===== src/rtl/instdecode_pkg.sv =====
// Shared constants for the instruction decoder: opcodes, ALU function codes,
// sequencer state encoding and instruction field positions.
package instdecode_pkg;

    localparam logic [3:0] OP_NOP = 4'h0;
    localparam logic [3:0] OP_ADD = 4'h1;
    localparam logic [3:0] OP_SUB = 4'h2;
    localparam logic [3:0] OP_AND = 4'h3;
    localparam logic [3:0] OP_OR  = 4'h4;
    localparam logic [3:0] OP_XOR = 4'h5;
    localparam logic [3:0] OP_MOV = 4'h6;
    localparam logic [3:0] OP_LDI = 4'h7;
    localparam logic [3:0] OP_LD  = 4'h8;
    localparam logic [3:0] OP_ST  = 4'h9;
    localparam logic [3:0] OP_JMP = 4'hA;
    localparam logic [3:0] OP_JZ  = 4'hB;
    localparam logic [3:0] OP_JNZ = 4'hC;
    localparam logic [3:0] OP_CMP = 4'hD;
    localparam logic [3:0] OP_RSV = 4'hE;
    localparam logic [3:0] OP_HLT = 4'hF;

    localparam logic [2:0] ALU_ADD = 3'd0;
    localparam logic [2:0] ALU_SUB = 3'd1;
    localparam logic [2:0] ALU_AND = 3'd2;
    localparam logic [2:0] ALU_OR  = 3'd3;
    localparam logic [2:0] ALU_XOR = 3'd4;
    localparam logic [2:0] ALU_MOV = 3'd5;
    localparam logic [2:0] ALU_LDI = 3'd6;

    localparam logic [2:0] S_FETCH  = 3'd0;
    localparam logic [2:0] S_DECODE = 3'd1;
    localparam logic [2:0] S_EXEC   = 3'd2;
    localparam logic [2:0] S_WB     = 3'd3;
    localparam logic [2:0] S_ADV    = 3'd4;
    localparam logic [2:0] S_HALT   = 3'd5;

    localparam int OPC_LSB = 12;
    localparam int RD_LSB  = 9;
    localparam int RS_LSB  = 6;
    localparam int IMM_LSB = 0;

endpackage


===== src/rtl/instdecode_fields.sv =====
// Purely combinational decode of the latched instruction register into
// field outputs, ALU function and instruction class flags.
module instdecode_fields
    import instdecode_pkg::*;
(
    input  logic [15:0] ir,
    output logic [3:0]  opcode,
    output logic [2:0]  rd_addr,
    output logic [2:0]  rs_addr,
    output logic [7:0]  imm,
    output logic [5:0]  pc_target,
    output logic [2:0]  alu_op,
    output logic        is_alu,
    output logic        is_mem,
    output logic        is_br,
    output logic        writes_reg
);

    assign opcode    = ir[OPC_LSB +: 4];
    assign rd_addr   = ir[RD_LSB +: 3];
    assign rs_addr   = ir[RS_LSB +: 3];
    assign pc_target = ir[IMM_LSB +: 6];
    assign imm       = {2'b00, ir[IMM_LSB +: 6]};

    // CMP shares the subtractor but never writes back; opcode E falls to NOP here.
    always_comb begin
        alu_op     = ALU_ADD;
        is_alu     = 1'b0;
        is_mem     = 1'b0;
        is_br      = 1'b0;
        writes_reg = 1'b0;
        case (opcode)
            OP_ADD: begin alu_op = ALU_ADD; is_alu = 1'b1; writes_reg = 1'b1; end
            OP_SUB: begin alu_op = ALU_SUB; is_alu = 1'b1; writes_reg = 1'b1; end
            OP_AND: begin alu_op = ALU_AND; is_alu = 1'b1; writes_reg = 1'b1; end
            OP_OR:  begin alu_op = ALU_OR;  is_alu = 1'b1; writes_reg = 1'b1; end
            OP_XOR: begin alu_op = ALU_XOR; is_alu = 1'b1; writes_reg = 1'b1; end
            OP_MOV: begin alu_op = ALU_MOV; is_alu = 1'b1; writes_reg = 1'b1; end
            OP_LDI: begin alu_op = ALU_LDI; is_alu = 1'b1; writes_reg = 1'b1; end
            OP_CMP: begin alu_op = ALU_SUB; is_alu = 1'b1; end
            OP_LD:  begin is_mem = 1'b1; writes_reg = 1'b1; end
            OP_ST:  is_mem = 1'b1;
            OP_JMP, OP_JZ, OP_JNZ: is_br = 1'b1;
            default: ;
        endcase
    end

endmodule


===== src/rtl/instdecode.sv =====
// Instruction register and FETCH/DECODE/EXEC/WB/ADV/HALT control sequencer.
// Optional illegal-opcode trap enabled by defining INSTDECODE_ILLEGAL_TRAP_EN.
module instdecode
    import instdecode_pkg::*;
#(
    parameter int INST_W       = 16,
    parameter int PC_W         = 6,
    parameter int MEM_WAIT_MAX = 15
) (
    input  logic              clk,
    input  logic              reset,
    input  logic [INST_W-1:0] instruction,
    input  logic              zero_flag,
    input  logic              mem_ready,
    output logic              inc_pc,
    output logic              pc_load,
    output logic [PC_W-1:0]   pc_target,
    output logic [INST_W-1:0] ir,
    output logic [2:0]        rd_addr,
    output logic [2:0]        rs_addr,
    output logic [7:0]        imm,
    output logic [2:0]        alu_op,
    output logic              alu_en,
    output logic              mem_rd,
    output logic              mem_wr,
    output logic              reg_we,
    output logic              halted,
    output logic              mem_err,
    output logic              illegal
);

    localparam int CNT_W = $clog2(MEM_WAIT_MAX + 1);

    logic [2:0]       state, next_state;
    logic [CNT_W-1:0] wait_cnt;
    logic [3:0]       opcode;
    logic             is_alu, is_mem, is_br, writes_reg;
    logic             mem_timeout, br_taken;

    instdecode_fields u_fields (
        .ir         (ir),
        .opcode     (opcode),
        .rd_addr    (rd_addr),
        .rs_addr    (rs_addr),
        .imm        (imm),
        .pc_target  (pc_target),
        .alu_op     (alu_op),
        .is_alu     (is_alu),
        .is_mem     (is_mem),
        .is_br      (is_br),
        .writes_reg (writes_reg)
    );

    // The last permitted wait cycle still carries the request; the abort lands on its edge.
    assign mem_timeout = (state == S_EXEC) && is_mem && !mem_ready &&
                         (wait_cnt == CNT_W'(MEM_WAIT_MAX - 1));

    assign br_taken = (opcode == OP_JMP) ||
                      ((opcode == OP_JZ)  &&  zero_flag) ||
                      ((opcode == OP_JNZ) && !zero_flag);

    always_comb begin
        next_state = state;
        inc_pc     = 1'b0;
        pc_load    = 1'b0;
        alu_en     = 1'b0;
        mem_rd     = 1'b0;
        mem_wr     = 1'b0;
        reg_we     = 1'b0;
        halted     = 1'b0;
        case (state)
            S_FETCH:  next_state = S_DECODE;
            S_DECODE: begin
                if (opcode == OP_HLT)
                    next_state = S_HALT;
`ifdef INSTDECODE_ILLEGAL_TRAP_EN
                else if (opcode == OP_RSV)
                    next_state = S_HALT;
`endif
                else
                    next_state = S_EXEC;
            end
            S_EXEC: begin
                if (is_alu) begin
                    alu_en     = 1'b1;
                    next_state = S_WB;
                end else if (is_mem) begin
                    mem_rd = (opcode == OP_LD);
                    mem_wr = (opcode == OP_ST);
                    if (mem_ready)
                        next_state = (opcode == OP_LD) ? S_WB : S_ADV;
                    else if (mem_timeout)
                        next_state = S_ADV;
                end else if (is_br) begin
                    pc_load    = br_taken;
                    next_state = br_taken ? S_FETCH : S_ADV;
                end else begin
                    next_state = S_ADV;
                end
            end
            S_WB: begin
                reg_we     = writes_reg;
                next_state = S_ADV;
            end
            S_ADV: begin
                inc_pc     = 1'b1;
                next_state = S_FETCH;
            end
            S_HALT:   halted = 1'b1;
            default:  next_state = S_FETCH;
        endcase
    end

    always_ff @(posedge clk) begin
        if (reset) begin
            state    <= S_FETCH;
            ir       <= '0;
            wait_cnt <= '0;
            mem_err  <= 1'b0;
        end else begin
            state <= next_state;
            if (state == S_FETCH)
                ir <= instruction;
            if ((state == S_EXEC) && is_mem && !mem_ready)
                wait_cnt <= wait_cnt + 1'b1;
            else
                wait_cnt <= '0;
            if (mem_timeout)
                mem_err <= 1'b1;
        end
    end

`ifdef INSTDECODE_ILLEGAL_TRAP_EN
    logic illegal_q;

    always_ff @(posedge clk) begin
        if (reset)
            illegal_q <= 1'b0;
        else if ((state == S_DECODE) && (opcode == OP_RSV))
            illegal_q <= 1'b1;
    end

    assign illegal = illegal_q;
`else
    assign illegal = 1'b0;
`endif

endmodule


===== config.mk =====
export PLATFORM = sky130hd
export DESIGN_NAME = instdecode
export DESIGN_NICKNAME = d
export VERILOG_FILES = /design/src/rtl/instdecode_pkg.sv /design/src/rtl/instdecode_fields.sv /design/src/rtl/instdecode.sv
export SDC_FILE = /design/constraint.sdc
export NUM_CORES = 1
export LEC_CHECK = 0
export ABC_CLOCK_PERIOD_IN_PS = 1500
export BUFFER_PORTS_ARGS = -buffer_cell sky130_fd_sc_hd__buf_2
export CORE_ASPECT_RATIO = 0.9
export CORE_MARGIN = 8
export CORE_UTILIZATION = 25
export DETAILED_ROUTE_END_ITERATION = 8
export SETUP_SLACK_MARGIN = 0.4
export SLEW_MARGIN = 10
export SYNTH_ARGS = -nofsm -noshare
export SYNTH_HDL_FRONTEND = slang
export SYNTH_HIERARCHICAL = 1
export SYNTH_SLANG_ARGS = --single-unit

===== constraint.sdc =====
create_clock -name clk -period 1.5 [get_ports clk]
set_input_delay 0.225 -clock clk [delete_from_list [all_inputs] [get_ports clk]]
set_output_delay 0.225 -clock clk [all_outputs]
set_load 0.01 [all_outputs]

# After elaboration in Yosys (flattened, before gate mapping)
# Index checks and enable logic that the tools add are counted.
# totals
output_inout_bits,48
elab_cells,74
regBits,24
# classes
n_bitwise,2
muxes,29
reduce_logical,17
addsub,1
eq_ne,21
# op_table
operator,count
== test 4 bit (second input constant),8
2-to-1 mux 3 bit,8
2-to-1 mux 1 bit,19
case mux 3 bit (6 select lines),1
== test 4 x 3 -> 1 bit (second input constant),4
OR reduction 8 bit,2
case mux 3 bit (5 select lines),1
== test 4 x 2 -> 1 bit (second input constant),2
== test 3 x 2 -> 1 bit (second input constant),2
== test 3 bit (second input constant),2
OR reduction 2 bit,3
logical AND 1 bit,5
!= test 5 bit (second input constant),1
adder 4 x 1 -> 4 bit (second input constant),1
== test 4 x 1 -> 1 bit (second input constant),1
== test 3 x 1 -> 1 bit (second input constant),1
zero test 3 bit,1
OR reduction 3 bit,1
zero test 1 bit,2
logical OR 1 bit,2
inverter 1 bit,2
AND reduction 2 bit,1

# Longest topological paths before layout
# depth
ltp_word,11
depth_mapped,7
depth_no_buf,7

# Cells and area by module
# The synthesis kept the hierarchy.
# modules_own_cells
module,instances,cells_each,area_per_inst_um2,seq_area_each_um2
instdecode,1,131,1159.9,480.5
instdecode_fields,1,42,301.5,0.0

# Worst setup path after synthesis
# Ideal clock, no wire load.
# synth_timing
path_type,flip-flop to output port
start,register ir[12]
end,output port pc_load
arrival_time_ns,1.418
path_slack_ns,-0.143
stages_incl_launch_ff,6
cell_sequence,dfxtp_1 > buf_4 > or4b_1 > o21ai_0 > o21ai_1 > nor2_1
# synth_via
elab_chain_len,8
word_cells_on_any_way,27
# synth_rtl
item,line_no,rtl
"start, declared",instdecode.sv:18,"output logic [INST_W-1:0] ir,"
"start signal, assigned",instdecode.sv:123,ir <= instruction;
branches (longest 6 deep; another with == test 4 bit),n/a,
2-to-1 mux 1 bit (*),instdecode.sv:84,if (is_alu) begin
2-to-1 mux 1 bit (*),instdecode.sv:71,case (state)
"end, declared",instdecode.sv:16,"output logic pc_load,"
# Every way passes the cells marked *.

# Worst setup path after layout
# layout_timing
start,register ir[13]
end,output port pc_load
# The elaborated chain is that of the path after synthesis.

==> impl_results.rst <==
.. list-table::
   :header-rows: 1

   * - Metric
     - Value
   * - Outcome
     - finished, violations left
   * - Violations in the final reports
     - negative setup slack
   * - Routability congestion estimate from global placement
     - 0.750
   * - Max capacitance violation total
     - 0
   * - Core area
     - 5660 sq um
   * - Fraction of final layout cells with drive strength greater than 1
     - 71.5%
   * - TritonRoute pass-1 iters
     - 4
   * - Number of warning messages in the yosys log
     - 6
   * - Count of unresolved DRC violations after routing
     - 0
   * - Area of the die
     - 8550 sq um
   * - Row Count
     - 26
   * - Count of endpoints failing setup in the final report
     - 6
   * - Data arrival time at the worst-slack endpoint
     - 1.55 ns
   * - Routed len/inst
     - 13.3 um
   * - Cell types with the largest area share after synthesis
     - sky130_fd_sc_hd__dfxtp_1 33%, sky130_fd_sc_hd__buf_4 13%, sky130_fd_sc_hd__nand2_1 7.2%
   * - Sum of overflow across all layers after global routing
     - 0
   * - Antenna Cells
     - 0
   * - Crit share post-route
     - 118%
   * - Total power consumption of the routed design
     - 3.34 mW
   * - Area delta synth->final
     - 49.2%
   * - Post-synthesis async set-or-reset flop share
     - 0%
   * - Kind of start point of the critical path
     - flop
   * - Routed vias/inst
     - 4.40
   * - Total count of hold-check failures in the final report
     - 0
   * - Initial DRC Count
     - 39
   * - Worst setup skew after layout
     - 0.00576 ns
   * - Post-DP HPWL
     - 3030 um
   * - Number of buffers between clock root and the deepest sink
     - 2
   * - Syn_area_per_cell
     - 8.45 sq um
   * - Slowest stage delay, CP
     - 0.51 ns
   * - Starting utilization of the core area
     - 25.8%
   * - Worst vdd rail ir drop
     - 0.000630 V
   * - Nature of the critical path endpoint
     - output pin
   * - Number of distinct library cells after synthesis
     - 48
   * - Tot GR Track Use
     - 8.80%
   * - Worst Hold Launch
     - instruction[6]
   * - Source of the critical timing path
     - ir[13]$_SDFFE_PP0P_
   * - TritonCTS buffer count
     - 3
   * - Final sum of negative setup slack
     - -0.940 ns
   * - DP Worst Slack
     - -0.0174 ns
   * - Min Clock Period, post-route
     - 1.77 ns
   * - Pin count of the biggest net entering global routing
     - 14
   * - Top-Level Pins
     - 68
   * - Most used cell along the critical path
     - sky130_fd_sc_hd__o21ai_2
   * - Die H
     - 88.5 um
   * - Hold slack final
     - 0.187 ns
   * - Final wirelength
     - 4060 um
   * - Instance area after placement
     - 1820 sq um
   * - Net count, final
     - 258
   * - Clock transition time at the flip-flop clock pins of the worst setup and hold paths
     - 0.09 ns
   * - Predominant post-synthesis flop cell
     - sky130_fd_sc_hd__dfxtp_1
   * - PnR worst setup slack
     - -0.274 ns
   * - Highest achievable clock rate
     - 564 MHz
   * - FF+latch count, synth
     - 24
   * - Finished Core Util
     - 38.5%
   * - Crit path required time
     - 1.27 ns
   * - Final instance area
     - 2180 sq um
   * - Leakage
     - 1.10 nW
   * - Share of the yosys chip area belonging to registers
     - 32.9%
   * - EDFF count, synth
     - 0
   * - Total placed cells including tap cells
     - 292
   * - Width of the chip
     - 96.6 um
   * - Routed Antenna Nets
     - 0
   * - Top cell type's share of synthesized area
     - 32.9%
   * - Number of max-slew violations in the final report
     - 0
   * - Number of instances in the synthesized netlist
     - 173
   * - Post-route insts no fill
     - 305
   * - Number of antenna violations at the first check in global routing
     - 0
   * - Number of port buffers
     - 64
   * - Post-Syn Area
     - 1460 sq um
   * - Critical path fanouts, max
     - 7
   * - Worst reg2reg path startpoint
     - ir[13]$_SDFFE_PP0P_
   * - Later-pin clock latency in the skew report
     - 0.27 ns
   * - Cell type with the largest total area after synthesis
     - sky130_fd_sc_hd__dfxtp_1
   * - Pwr/cell area
     - 1530 nW/um^2
   * - Number of global-route vias before repair
     - 1,294
   * - Worst Hold Class
     - in -> reg
   * - Depth of the CTS H-tree
     - 1
   * - Clock sinks
     - 24
   * - Critical path, cell by cell
     - or4b_4, o21ai_2, o21ai_2, nor2_1, buf_2
   * - Cell type of the slowest stage on the worst timing path
     - sky130_fd_sc_hd__or4b_4
   * - First-pass GRT wire length
     - 6070 um
   * - TritonCTS clock tree
     - yes
   * - Clock root buffer master
     - sky130_fd_sc_hd__clkbuf_8
   * - Vias after detailed routing
     - 1,342
   * - Classification of the worst setup path
     - reg -> out
   * - Unrepaired setup endpoints after global routing
     - true
layout by cell type (no fill, tap or decap), types with 3 or more instances in the layout:
cell and count:
sky130_fd_sc_hd__a21oi_1 3, sky130_fd_sc_hd__a21oi_2 17, sky130_fd_sc_hd__buf_2 61, sky130_fd_sc_hd__buf_4 17, sky130_fd_sc_hd__buf_6 9, sky130_fd_sc_hd__clkbuf_8 3
sky130_fd_sc_hd__conb_1 3, sky130_fd_sc_hd__dfxtp_1 5, sky130_fd_sc_hd__dfxtp_2 13, sky130_fd_sc_hd__dfxtp_4 6, sky130_fd_sc_hd__nand2_1 21, sky130_fd_sc_hd__nand2_4 16
sky130_fd_sc_hd__nor2_1 7, sky130_fd_sc_hd__nor2_2 3
power by group:
part           internal [mW]  leakage (nW)  switching (mW)
Clock                  0.183        0.0231           0.215
Combinational          0.985         0.872           0.978
Sequential             0.798         0.206           0.177
Total                   1.97          1.10            1.37
cell type report:
cell class                 count  area [sq um]
timing repair buffer          90           602
fill                         614          3480
clock inverter                 1          3.75
sequential                    24           519
multi-input combinational    114           916
inverter                       3          11.3
clock buffer                   3          41.3
tap                           70          87.6
worst paths after layout:
check	end	slack, ns	depth (start not counted)
setup / recovery	pc_load	-0.27	5
setup reg to reg	state[2]$_SDFFE_PP0P_	-0.01	6
hold reg to reg	wait_cnt[0]$_SDFF_PP0_	0.44	1
hold / removal	ir[6]$_SDFFE_PP0P_	0.19	3
critical path: cells and delay by family (launching register included):
kind                   cells  cell delay, ns
AO/OA/AOI/OAI              2            0.15
buffers and inverters      1            0.14
flip-flops                 1            0.38
AND/OR/NAND/NOR            2            0.61
cell families (layout without fill, tap and decap cells):
logic type	Yosys count	count (layout)	share of synthesized area (%)
flip-flops	24	24	32.9
adder cells (fa/ha/maj)	2	2	1.71
AND/OR/NAND/NOR	74	74	28.9
buffers and inverters	36	97	18.3
AO/OA/AOI/OAI	32	32	15.8
XOR/XNOR	3	3	1.80
other	2	3	0.514
per-layer routing:
metal,vias to the layer above,share of wire (%),track usage (%)
met5,-,0,0
met4,0,0.25,1.24
met3,2,6.9,2.97
met2,39,49,14.7
met1,618,43,10.9
li1,683,-,-
sequential cells by signal, indices dropped and copies added, names as in the netlist:
signal and cells:
mem_err 1, wait_cnt 4, state 3, ir 16
Yosys cell counts (2+ instances only):
master	n
sky130_fd_sc_hd__a21oi_1	9
sky130_fd_sc_hd__a21oi_2	11
sky130_fd_sc_hd__and2_1	2
sky130_fd_sc_hd__and3_1	2
sky130_fd_sc_hd__buf_2	3
sky130_fd_sc_hd__buf_4	26
sky130_fd_sc_hd__buf_6	2
sky130_fd_sc_hd__conb_1	2
sky130_fd_sc_hd__dfxtp_1	24
sky130_fd_sc_hd__ha_1	2
sky130_fd_sc_hd__inv_1	2
sky130_fd_sc_hd__nand2_1	28
sky130_fd_sc_hd__nand2_2	10
sky130_fd_sc_hd__nor2_1	8
sky130_fd_sc_hd__nor2_2	2
sky130_fd_sc_hd__nor2b_1	2
sky130_fd_sc_hd__nor3_1	2
sky130_fd_sc_hd__nor3b_1	3
sky130_fd_sc_hd__o21ai_0	2
sky130_fd_sc_hd__o21ai_1	2
sky130_fd_sc_hd__xnor2_1	2
repair_timing:
action,in CTS,in global routing
resized for setup,31,36
buffers inserted,1,7
gates cloned,1,0
endpoints found under the setup margin,37,49
hold buffers,0,0
pin swaps,25,4
No activity file was read; power rests on OpenSTA's default activity.
